--- src/rtl/definitions_pkg.sv ---
// Shared types and default image geometry for the Canny edge pipeline.
package definitions_pkg;

  typedef enum logic [1:0] {
    IDLE  = 2'd0,
    RUN   = 2'd1,
    FLUSH = 2'd2,
    DONE  = 2'd3
  } ctrl_state_t;

  localparam int IMG_W_DEF = 512;
  localparam int IMG_H_DEF = 512;

endpackage

--- src/rtl/canny_pos_counter.sv ---
// Raster position counter: column wraps at W-1 and carries into row, row wraps at H-1.
module canny_pos_counter #(
  parameter int W = 512,
  parameter int H = 512
) (
  input  logic                 clk,
  input  logic                 rstN,
  input  logic                 step,
  input  logic                 clr,
  output logic [$clog2(W)-1:0] col,
  output logic [$clog2(H)-1:0] row,
  output logic                 last
);

  localparam int CW = $clog2(W);
  localparam int RW = $clog2(H);
  localparam logic [CW-1:0] COL_MAX = CW'(W - 1);
  localparam logic [RW-1:0] ROW_MAX = RW'(H - 1);

  always_ff @(posedge clk) begin
    if (!rstN || clr) begin
      col <= '0;
      row <= '0;
    end else if (step) begin
      if (col == COL_MAX) begin
        col <= '0;
        row <= (row == ROW_MAX) ? '0 : row + 1'b1;
      end else begin
        col <= col + 1'b1;
      end
    end
  end

  assign last = (col == COL_MAX) && (row == ROW_MAX);

endmodule

--- src/rtl/canny_frame_ctrl.sv ---
// Frame sequencer: gates stream handshakes, issues the pipeline advance enable,
// drains with flush cycles after the last input and tags outputs with position sideband.
module canny_frame_ctrl
  import definitions_pkg::*;
#(
  parameter int IMG_W = IMG_W_DEF,
  parameter int IMG_H = IMG_H_DEF,
  parameter int LAT   = 2 * IMG_W + 6
) (
  input  logic                     clk,
  input  logic                     rstN,
  input  logic                     start,
  input  logic                     pixel_in_valid,
  output logic                     in_ready,
  input  logic                     out_ready,
  output logic                     pixel_out_valid,
  output logic                     advance,
  output logic                     flush,
  output logic [$clog2(IMG_W)-1:0] out_col,
  output logic [$clog2(IMG_H)-1:0] out_row,
  output logic                     out_border,
  output logic                     out_eol,
  output logic                     out_sof,
  output logic                     busy,
  output logic                     frame_done
);

  localparam int TOTAL = IMG_W * IMG_H;
  localparam int AW    = $clog2(TOTAL + LAT + 1);
  localparam int OW    = $clog2(TOTAL + 1);
  localparam int CW    = $clog2(IMG_W);
  localparam int RW    = $clog2(IMG_H);

  localparam logic [AW-1:0] ADV_END  = AW'(TOTAL + LAT);
  localparam logic [AW:0]   LAT_EXT  = (AW + 1)'(LAT);
  localparam logic [OW-1:0] OUT_LAST = OW'(TOTAL - 1);
  localparam logic [CW-1:0] COL_MAX  = CW'(IMG_W - 1);
  localparam logic [RW-1:0] ROW_MAX  = RW'(IMG_H - 1);

  ctrl_state_t   state, state_nxt;
  logic [AW-1:0] adv_cnt;
  logic [OW-1:0] out_cnt;
  logic          slot, accept, consume, frame_end, clr;
  logic          in_last;
  logic [CW-1:0] unused_in_col;
  logic [RW-1:0] unused_in_row;
  logic          unused_out_last;

  assign slot      = !pixel_out_valid || out_ready;
  assign accept    = pixel_in_valid && in_ready;
  assign consume   = pixel_out_valid && out_ready;
  assign frame_end = consume && (out_cnt == OUT_LAST);
  assign clr       = (state == DONE);
  assign busy      = (state != IDLE);

  always_ff @(posedge clk) begin
    if (!rstN) state <= IDLE;
    else       state <= state_nxt;
  end

  always_comb begin
    state_nxt  = state;
    in_ready   = 1'b0;
    advance    = 1'b0;
    flush      = 1'b0;
    frame_done = 1'b0;
    case (state)
      IDLE: begin
        if (start) state_nxt = RUN;
      end
      RUN: begin
        in_ready = slot;
        advance  = pixel_in_valid && slot;
        if (pixel_in_valid && slot && in_last) state_nxt = FLUSH;
      end
      FLUSH: begin
        // Flush stays asserted only while drain advances are still owed.
        flush   = (adv_cnt < ADV_END);
        advance = slot && (adv_cnt < ADV_END);
        if (frame_end) state_nxt = DONE;
      end
      DONE: begin
        frame_done = 1'b1;
        state_nxt  = IDLE;
      end
      default: state_nxt = IDLE;
    endcase
  end

  always_ff @(posedge clk) begin
    if (!rstN) begin
      adv_cnt         <= '0;
      out_cnt         <= '0;
      pixel_out_valid <= 1'b0;
    end else begin
      if (clr)          adv_cnt <= '0;
      else if (advance) adv_cnt <= adv_cnt + 1'b1;

      if (clr)          out_cnt <= '0;
      else if (consume) out_cnt <= out_cnt + 1'b1;

      // The first LAT advances only fill the pipeline; later ones produce a pixel.
      if (advance)      pixel_out_valid <= (({1'b0, adv_cnt} + 1'b1) > LAT_EXT);
      else if (consume) pixel_out_valid <= 1'b0;
    end
  end

  canny_pos_counter #(.W(IMG_W), .H(IMG_H)) u_in_pos (
    .clk  (clk),
    .rstN (rstN),
    .step (accept),
    .clr  (clr),
    .col  (unused_in_col),
    .row  (unused_in_row),
    .last (in_last)
  );

  canny_pos_counter #(.W(IMG_W), .H(IMG_H)) u_out_pos (
    .clk  (clk),
    .rstN (rstN),
    .step (consume),
    .clr  (clr),
    .col  (out_col),
    .row  (out_row),
    .last (unused_out_last)
  );

  assign out_eol    = (out_col == COL_MAX);
  assign out_sof    = (out_col == '0) && (out_row == '0);
  assign out_border = (out_col == '0) || (out_col == COL_MAX) ||
                      (out_row == '0) || (out_row == ROW_MAX);

endmodule
--- config.mk ---
export PLATFORM = sky130hd
export DESIGN_NAME = canny_frame_ctrl
export DESIGN_NICKNAME = d
export VERILOG_FILES = /design/src/rtl/definitions_pkg.sv /design/src/rtl/canny_pos_counter.sv /design/src/rtl/canny_frame_ctrl.sv
export SDC_FILE = /design/constraint.sdc
export NUM_CORES = 1
export LEC_CHECK = 0
export CELL_PAD_IN_SITES_DETAIL_PLACEMENT = 2
export CELL_PAD_IN_SITES_GLOBAL_PLACEMENT = 2
export CORE_ASPECT_RATIO = 0.5
export CORE_MARGIN = 2
export CORE_UTILIZATION = 42
export DETAILED_ROUTE_END_ITERATION = 7
export DONT_BUFFER_PORTS = 1
export GPL_TIMING_DRIVEN = 1
export PLACE_DENSITY_LB_ADDON = 0.05
export SETUP_SLACK_MARGIN = 0.4
export SLEW_MARGIN = 20
export SYNTH_ARGS = -nofsm -noshare
export SYNTH_HDL_FRONTEND = slang
export SYNTH_HIERARCHICAL = 1
export SYNTH_SLANG_ARGS = --single-unit
--- constraint.sdc ---
create_clock -name clk -period 3.09 [get_ports clk]
set_input_delay 0.7725 -clock clk [delete_from_list [all_inputs] [get_ports clk]]
set_output_delay 0.7725 -clock clk [all_outputs]
set_load 0.02 [all_outputs]
==> results of run 1 <==
==> worst min-delay path, stage by stage (launching register included) <==
cell,delay [ns]
dfxtp_1,0.33
nand2_1,0.06
a21oi_1,0.05
==> layer usage <==
metal / share of wire / wire length, um
met1: 0.46 / 5985
met2: 0.50 / 6523
met3: 0.035 / 461
met4: 0.010 / 133
met5: 0 / 0
==> per-stage QoR <==
stage	std cells	cell area (um2)
after global routing	655	4766
after CTS	652	4730
after global placement	632	4394
final	655	4766
after detailed placement	632	4394
after floorplan	507	4243
==> power by group through the flow <==
| stage | clock network [mW] | logic [mW] | registers [mW] |
|---|---|---|---|
| 6_report | 1.06 | 0.552 | 1.07 |
| 3_3_place_gp | 0 | 0.463 | 1.09 |
| 3_5_place_dp | 0 | 0.485 | 1.09 |
| 4_1_cts | 1.08 | 0.526 | 1.07 |
| 2_1_floorplan | 0 | 0.364 | 1.08 |
| 5_1_grt | 1.13 | 0.601 | 1.07 |
==> cell type report <==
| class | instances | area share |
|---|---|---|
| clock buffers | 9 | 0.04726 |
| flip-flops and latches | 77 | 0.3255 |
| inverters | 16 | 0.01365 |
| clock inverters | 7 | 0.01391 |
| multi-input cells | 395 | 0.5390 |
| repair buffers | 16 | 0.02520 |
| well taps | 135 | 0.03544 |
==> worst max path at each step <==
stage	from	endpoint	slack [ns]
2_1_floorplan	out_ready	advance	0.59
3_3_place_gp	adv_cnt[11]	advance	0.55
3_5_place_dp	u_out_pos/col[0]	u_out_pos/row[5]	0.50
4_1_cts	adv_cnt[17]	advance	0.27
5_1_grt	adv_cnt[17]	advance	0.35
6_report	adv_cnt[17]	advance	0.40
==> cells in the final DEF (no fill, tap or decap), drive strengths merged, types with 5 or more instances in the layout <==
cell	count
dfxtp	77
nor2	68
nand2	42
nand3	41
xor2	31
nand4	30
ha	20
a21oi	20
buf	16
inv	16
mux2i	15
o21ai	15
and3	12
xnor2	11
or3	11
nor3	11
clkbuf	9
and2	8
nor4	7
o31ai	6
and4	5
clkinv	5
or4	5
==> sequential cells by signal, summed over array words and instances, names as in the netlist <==
register,flops
state,2
out_cnt,19
u_out_pos/row,9
pixel_out_valid,1
u_out_pos/col,9
adv_cnt,19
u_in_pos/col,9
u_in_pos/row,9
==> what timing repair did <==
item,in CTS,in global routing
pin swaps,3,2
hold endpoints to repair,0,0
hold buffers,0,0
gates resized for setup,8,4
cloned,0,0
endpoints found under the setup margin,2,6
buffers inserted,4,3
==> reports/qor.txt, run 1 <==
Count of final setup violators -> 0
Final WS setup -> 0.4005 ns
Critical register-to-register path startpoint -> adv_cnt[0]
Critical-path top delay cell -> or4_4
DRT iter0 DRCs -> 144
Overflow left after global routing -> 0
Max Slew Vio Count -> 0
DR WL/cell -> 20.01 um
Register share of total power -> 0.399
RSZ-0062 raised after global routing -> true
Worst slew pin tran -> 0.5965 ns
Drc violations -> 0
GRT met2 Usage -> 0.4748
Synthesized area -> 4243 um2
Internal power -> 1.817 mW
Area grow syn2layout -> 12.33%
Data required time of the critical path -> 2.32 ns
CP max FO -> 4
WHS -> 0.4874 ns
Clock skew -> 0.003411 ns
Final Core Density -> 0.4947
Hold path depth -> 2
Die Ht -> 75.07 um
Detailed Routing Iterations Pass 1 -> 4
Vias -> 3,788
Core outline area -> 9634 um2
Gr busiest metal -> met2
Clock share of power -> 0.395
Worst relative slew slack -> 0.5920
CTS Buf Count -> 9
Syn Nets -> 532
Worst-Skew Late Latency -> 0.34 ns
Leak -> 1.741 nW
Multi-input gate area -> 2569 um2
CTS tree -> yes
Hold Path End -> u_in_pos/row[1]
# H-tree levels -> 3
Crit-path max cell delay -> 0.55 ns
Combinational cell fraction of total power -> 0.206
TNS Setup -> 0 ns
Worst-path cell chain -> or4_4 > o41ai_4 > a31o_4 > nand3_4 > inv_6
Net Sw Power -> 0.8625 mW
Pwr Density -> 562.3 nW/um2
Vias per std cell -> 5.783
GP Congestion -> 0.7928
Cells after Synth -> 507
Pre-CTS setup slack -> 0.4956 ns
PortBufs -> 0
Die area -> 10,970 um2
CP Class -> flop to output pin
Pin count of the biggest net entering global routing -> 27
Arrival @ worst endpoint -> 1.92 ns
Initial antenna violation count -> 0
Die Wd -> 146.1 um
Crit share post-route -> 0.8704
# nets final -> 540
Detailed-route wire length -> 13,100 um
Vias in the first global route -> 4,125
Worst-path clk slew -> 0.06 ns
Overall power -> 2.680 mW
Root Driver -> clkbuf_16
Storage element area -> 1551 um2
Met3 Track Usage GR -> 0.05879
Hold path start -> u_in_pos/row[1]
N_diodes -> 0
Fmax -> 371.8 MHz
Syn Area/Cell -> 8.368 um2
Global-route met1 utilization -> 0.2960
Startpoint Class -> flop
Share of cells above drive strength 1 -> 0.1038
Min Tclk post-route -> 2.690 ns
Synth warn -> 6
Crit end category -> output pin
CTS Buffer Depth -> 2
Reg2reg end -> pixel_out_valid
Critical path depth in cells -> 5
Starting Density -> 0.4404
FP Rows -> 25
Buf/Inv on CP -> 1
Antenna viol nets, final -> 0
Status -> completed
Detailed-placement wirelength estimate -> 8482 um
# IOs -> 32
Worst vdd ir -> 0.2624 mV
Final hold vios -> 0
Switch share -> 0.3218
FILL cells -> 1,094
R2R setup slack -> 0.60 ns
First-pass GRT wire length -> 21,590 um
Worst Reg-to-Reg Cells -> 7
All-Layer GR Usage -> 0.2496
Worst Hold Class -> flop to flop
CTS sink count -> 77
Top Family by Delay on Critical Path -> simple AND/OR/NAND/NOR gates
Max Cap Viol -> 0
(Power assumes the default switching activity.)
==> run 2, diff against run 1 <==
--- a/config.mk
+++ b/config.mk
@@ -14,7 +14,7 @@
 export DONT_BUFFER_PORTS = 1
 export GPL_TIMING_DRIVEN = 1
 export PLACE_DENSITY_LB_ADDON = 0.05
-export SETUP_SLACK_MARGIN = 0.4
+export SETUP_SLACK_MARGIN = 0.15
 export SLEW_MARGIN = 20
 export SYNTH_ARGS = -nofsm -noshare
 export SYNTH_HDL_FRONTEND = slang
==> constraint.sdc (replaced) <==
create_clock -name clk -period 3.4 [get_ports clk]
set_input_delay 0.85 -clock clk [delete_from_list [all_inputs] [get_ports clk]]
set_output_delay 0.85 -clock clk [all_outputs]
set_load 0.02 [all_outputs]
==> run 2 against run 1 <==
  * Global-route usage decreased by 2.0 points
  * Clock skew increased by 0.0075 ns
  * Critical path type unchanged
  * Routed wire length decreased by 9.3%
  * Sequential power decreased by 9%
  * Clock power decreased by 8%
  * Cell area decreased by 1.7%
  * Via count decreased by 1.6%
  * Critical endpoint unchanged
  * Sequential share of layout area increased by 0.33 points
  * Total power decreased by 11%
  * Count of clock-buffer cells in the layout unchanged
  * Worst setup slack got worse by 0.035 ns
  * Combinational power decreased by 20%
==> reports/qor.txt, run 2 (synthesis results as in run 1) <==
Status -> completed
Worst slew pin tran -> 0.5783 ns
Top Registers -> adv_cnt x19, out_cnt x19
R2R setup slack -> 0.87 ns
Overflow left after global routing -> 0
Startpoint Class -> flop
Arrival @ worst endpoint -> 2.18 ns
Post-DP Area -> 4387 um2
TNS Setup -> 0 ns
Max Slew Vio Count -> 0
PortBufs -> 0
Pin count of the biggest net entering global routing -> 28
FP Rows -> 25
Most frequent cells in the layout -> dfxtp_1 (77), nor2_1 (68), nand2_1 (42), nand3_1 (40), xor2_1 (31)
Initial antenna violation count -> 0
Final WS setup -> 0.3655 ns
# IOs -> 32
DP Cell Count -> 631
CTS Buf Count -> 9
Drc violations -> 0
Die Ht -> 75.07 um
Max Cap Viol -> 0
Data required time of the critical path -> 2.55 ns
Vias in the first global route -> 3,871
CTS tree -> yes
Worst-path clk slew -> 0.06 ns
Final instance area -> 4687 um2
CP max FO -> 13
Hold Path End -> u_in_pos/row[8]
Die area -> 10,970 um2
Critical register-to-register path startpoint -> u_out_pos/col[0]
Vias per std cell -> 5.764
WHS -> 0.4956 ns
Vias -> 3,729
Area grow syn2layout -> 10.47%
Die Wd -> 146.1 um
Leak -> 1.692 nW
GP Congestion -> 0.7523
Detailed-placement wirelength estimate -> 8439 um
DRT iter0 DRCs -> 166
Clock skew -> 0.01086 ns
Pre-CTS setup slack -> 0.7380 ns
Worst relative slew slack -> 0.6045
Core outline area -> 9634 um2
Pwr Density -> 508.6 nW/um2
All-Layer GR Usage -> 0.2298
Hold path start -> u_in_pos/row[8]
Min Tclk post-route -> 3.034 ns
Crit share post-route -> 0.8925
Final hold vios -> 0
Worst-Skew Late Latency -> 0.35 ns
# H-tree levels -> 3
Fmax -> 329.5 MHz
N_diodes -> 0
Share of cells above drive strength 1 -> 0.07422
Crit end category -> output pin
DR WL/cell -> 18.38 um
Starting Density -> 0.4404
Postcts setup bufs -> 0
CTS sink count -> 77
CTS Buffer Depth -> 2
Worst vdd ir -> 0.2407 mV
RSZ-0062 raised after global routing -> false
First-pass GRT wire length -> 19,830 um
# nets final -> 532
Detailed Routing Iterations Pass 1 -> 4
Post_cts resized -> 0
Antenna viol nets, final -> 0
Worst Reg-to-Reg Cells -> 7
Worst Hold Class -> flop to flop
Reg2reg end -> u_out_pos/row[5]
Hold path depth -> 2
Most common cell after layout, fill and taps aside -> dfxtp_1
Count of final setup violators -> 0
Detailed-route wire length -> 11,890 um
FILL cells -> 1,087
CTS Hold Bufs -> 0
Final Non-Filler Cells -> 647
Root Driver -> clkbuf_16
CP Class -> flop to output pin
-- run 2: worst max path at each step --
stage	startpoint	to	slack, ns	cells past startpoint
after floorplan	out_ready	advance	0.75	5
after global placement	adv_cnt[11]	advance	0.76	5
after detailed placement	adv_cnt[11]	advance	0.74	5
after CTS	adv_cnt[11]	advance	0.34	5
after global routing	adv_cnt[11]	advance	0.25	5
final	adv_cnt[11]	advance	0.37	5
-- run 2: critical path, cell delays in order (launching register included) --
cell and delay, ns:
dfxtp_1 0.36, or4_4 0.57, o41ai_4 0.27, a31o_4 0.32
nand3_4 0.15, inv_2 0.18
-- run 2: layout make-up --
| cell class | count | area [um2] | area share |
|---|---|---|---|
| clock inverter | 7 | 75.07 | 0.01602 |
| timing repair buffer | 8 | 60.06 | 0.01281 |
| inverter | 16 | 60.06 | 0.01281 |
| clock buffer | 9 | 225.2 | 0.04805 |
| tap | 135 | 168.9 | 0.03604 |
| multi-input combinational | 395 | 2556 | 0.5454 |
| sequential | 77 | 1541 | 0.3289 |
-- run 2: layer usage --
layer,global-route usage,wire [um],vias to the layer above
met5,0,0,-
met4,0.07767,208,0
met3,0.06424,498,15
met2,0.4030,5596,56
met1,0.2809,5586,1850
li1,-,-,1808
-- run 2: report_power, final --
part | switching (mW) | internal (mW)
Clock | 0.400 | 0.570
Sequential | 0.0399 | 0.930
Combinational | 0.316 | 0.128
Total | 0.756 | 1.63
-- run 2: per-stage QoR --
step                  util  power [mW]
global placement    0.4553       1.407
finish              0.4865       2.384
CTS                 0.4865       2.412
floorplan                -       1.310
global route        0.4865       2.494
detailed placement  0.4553       1.425
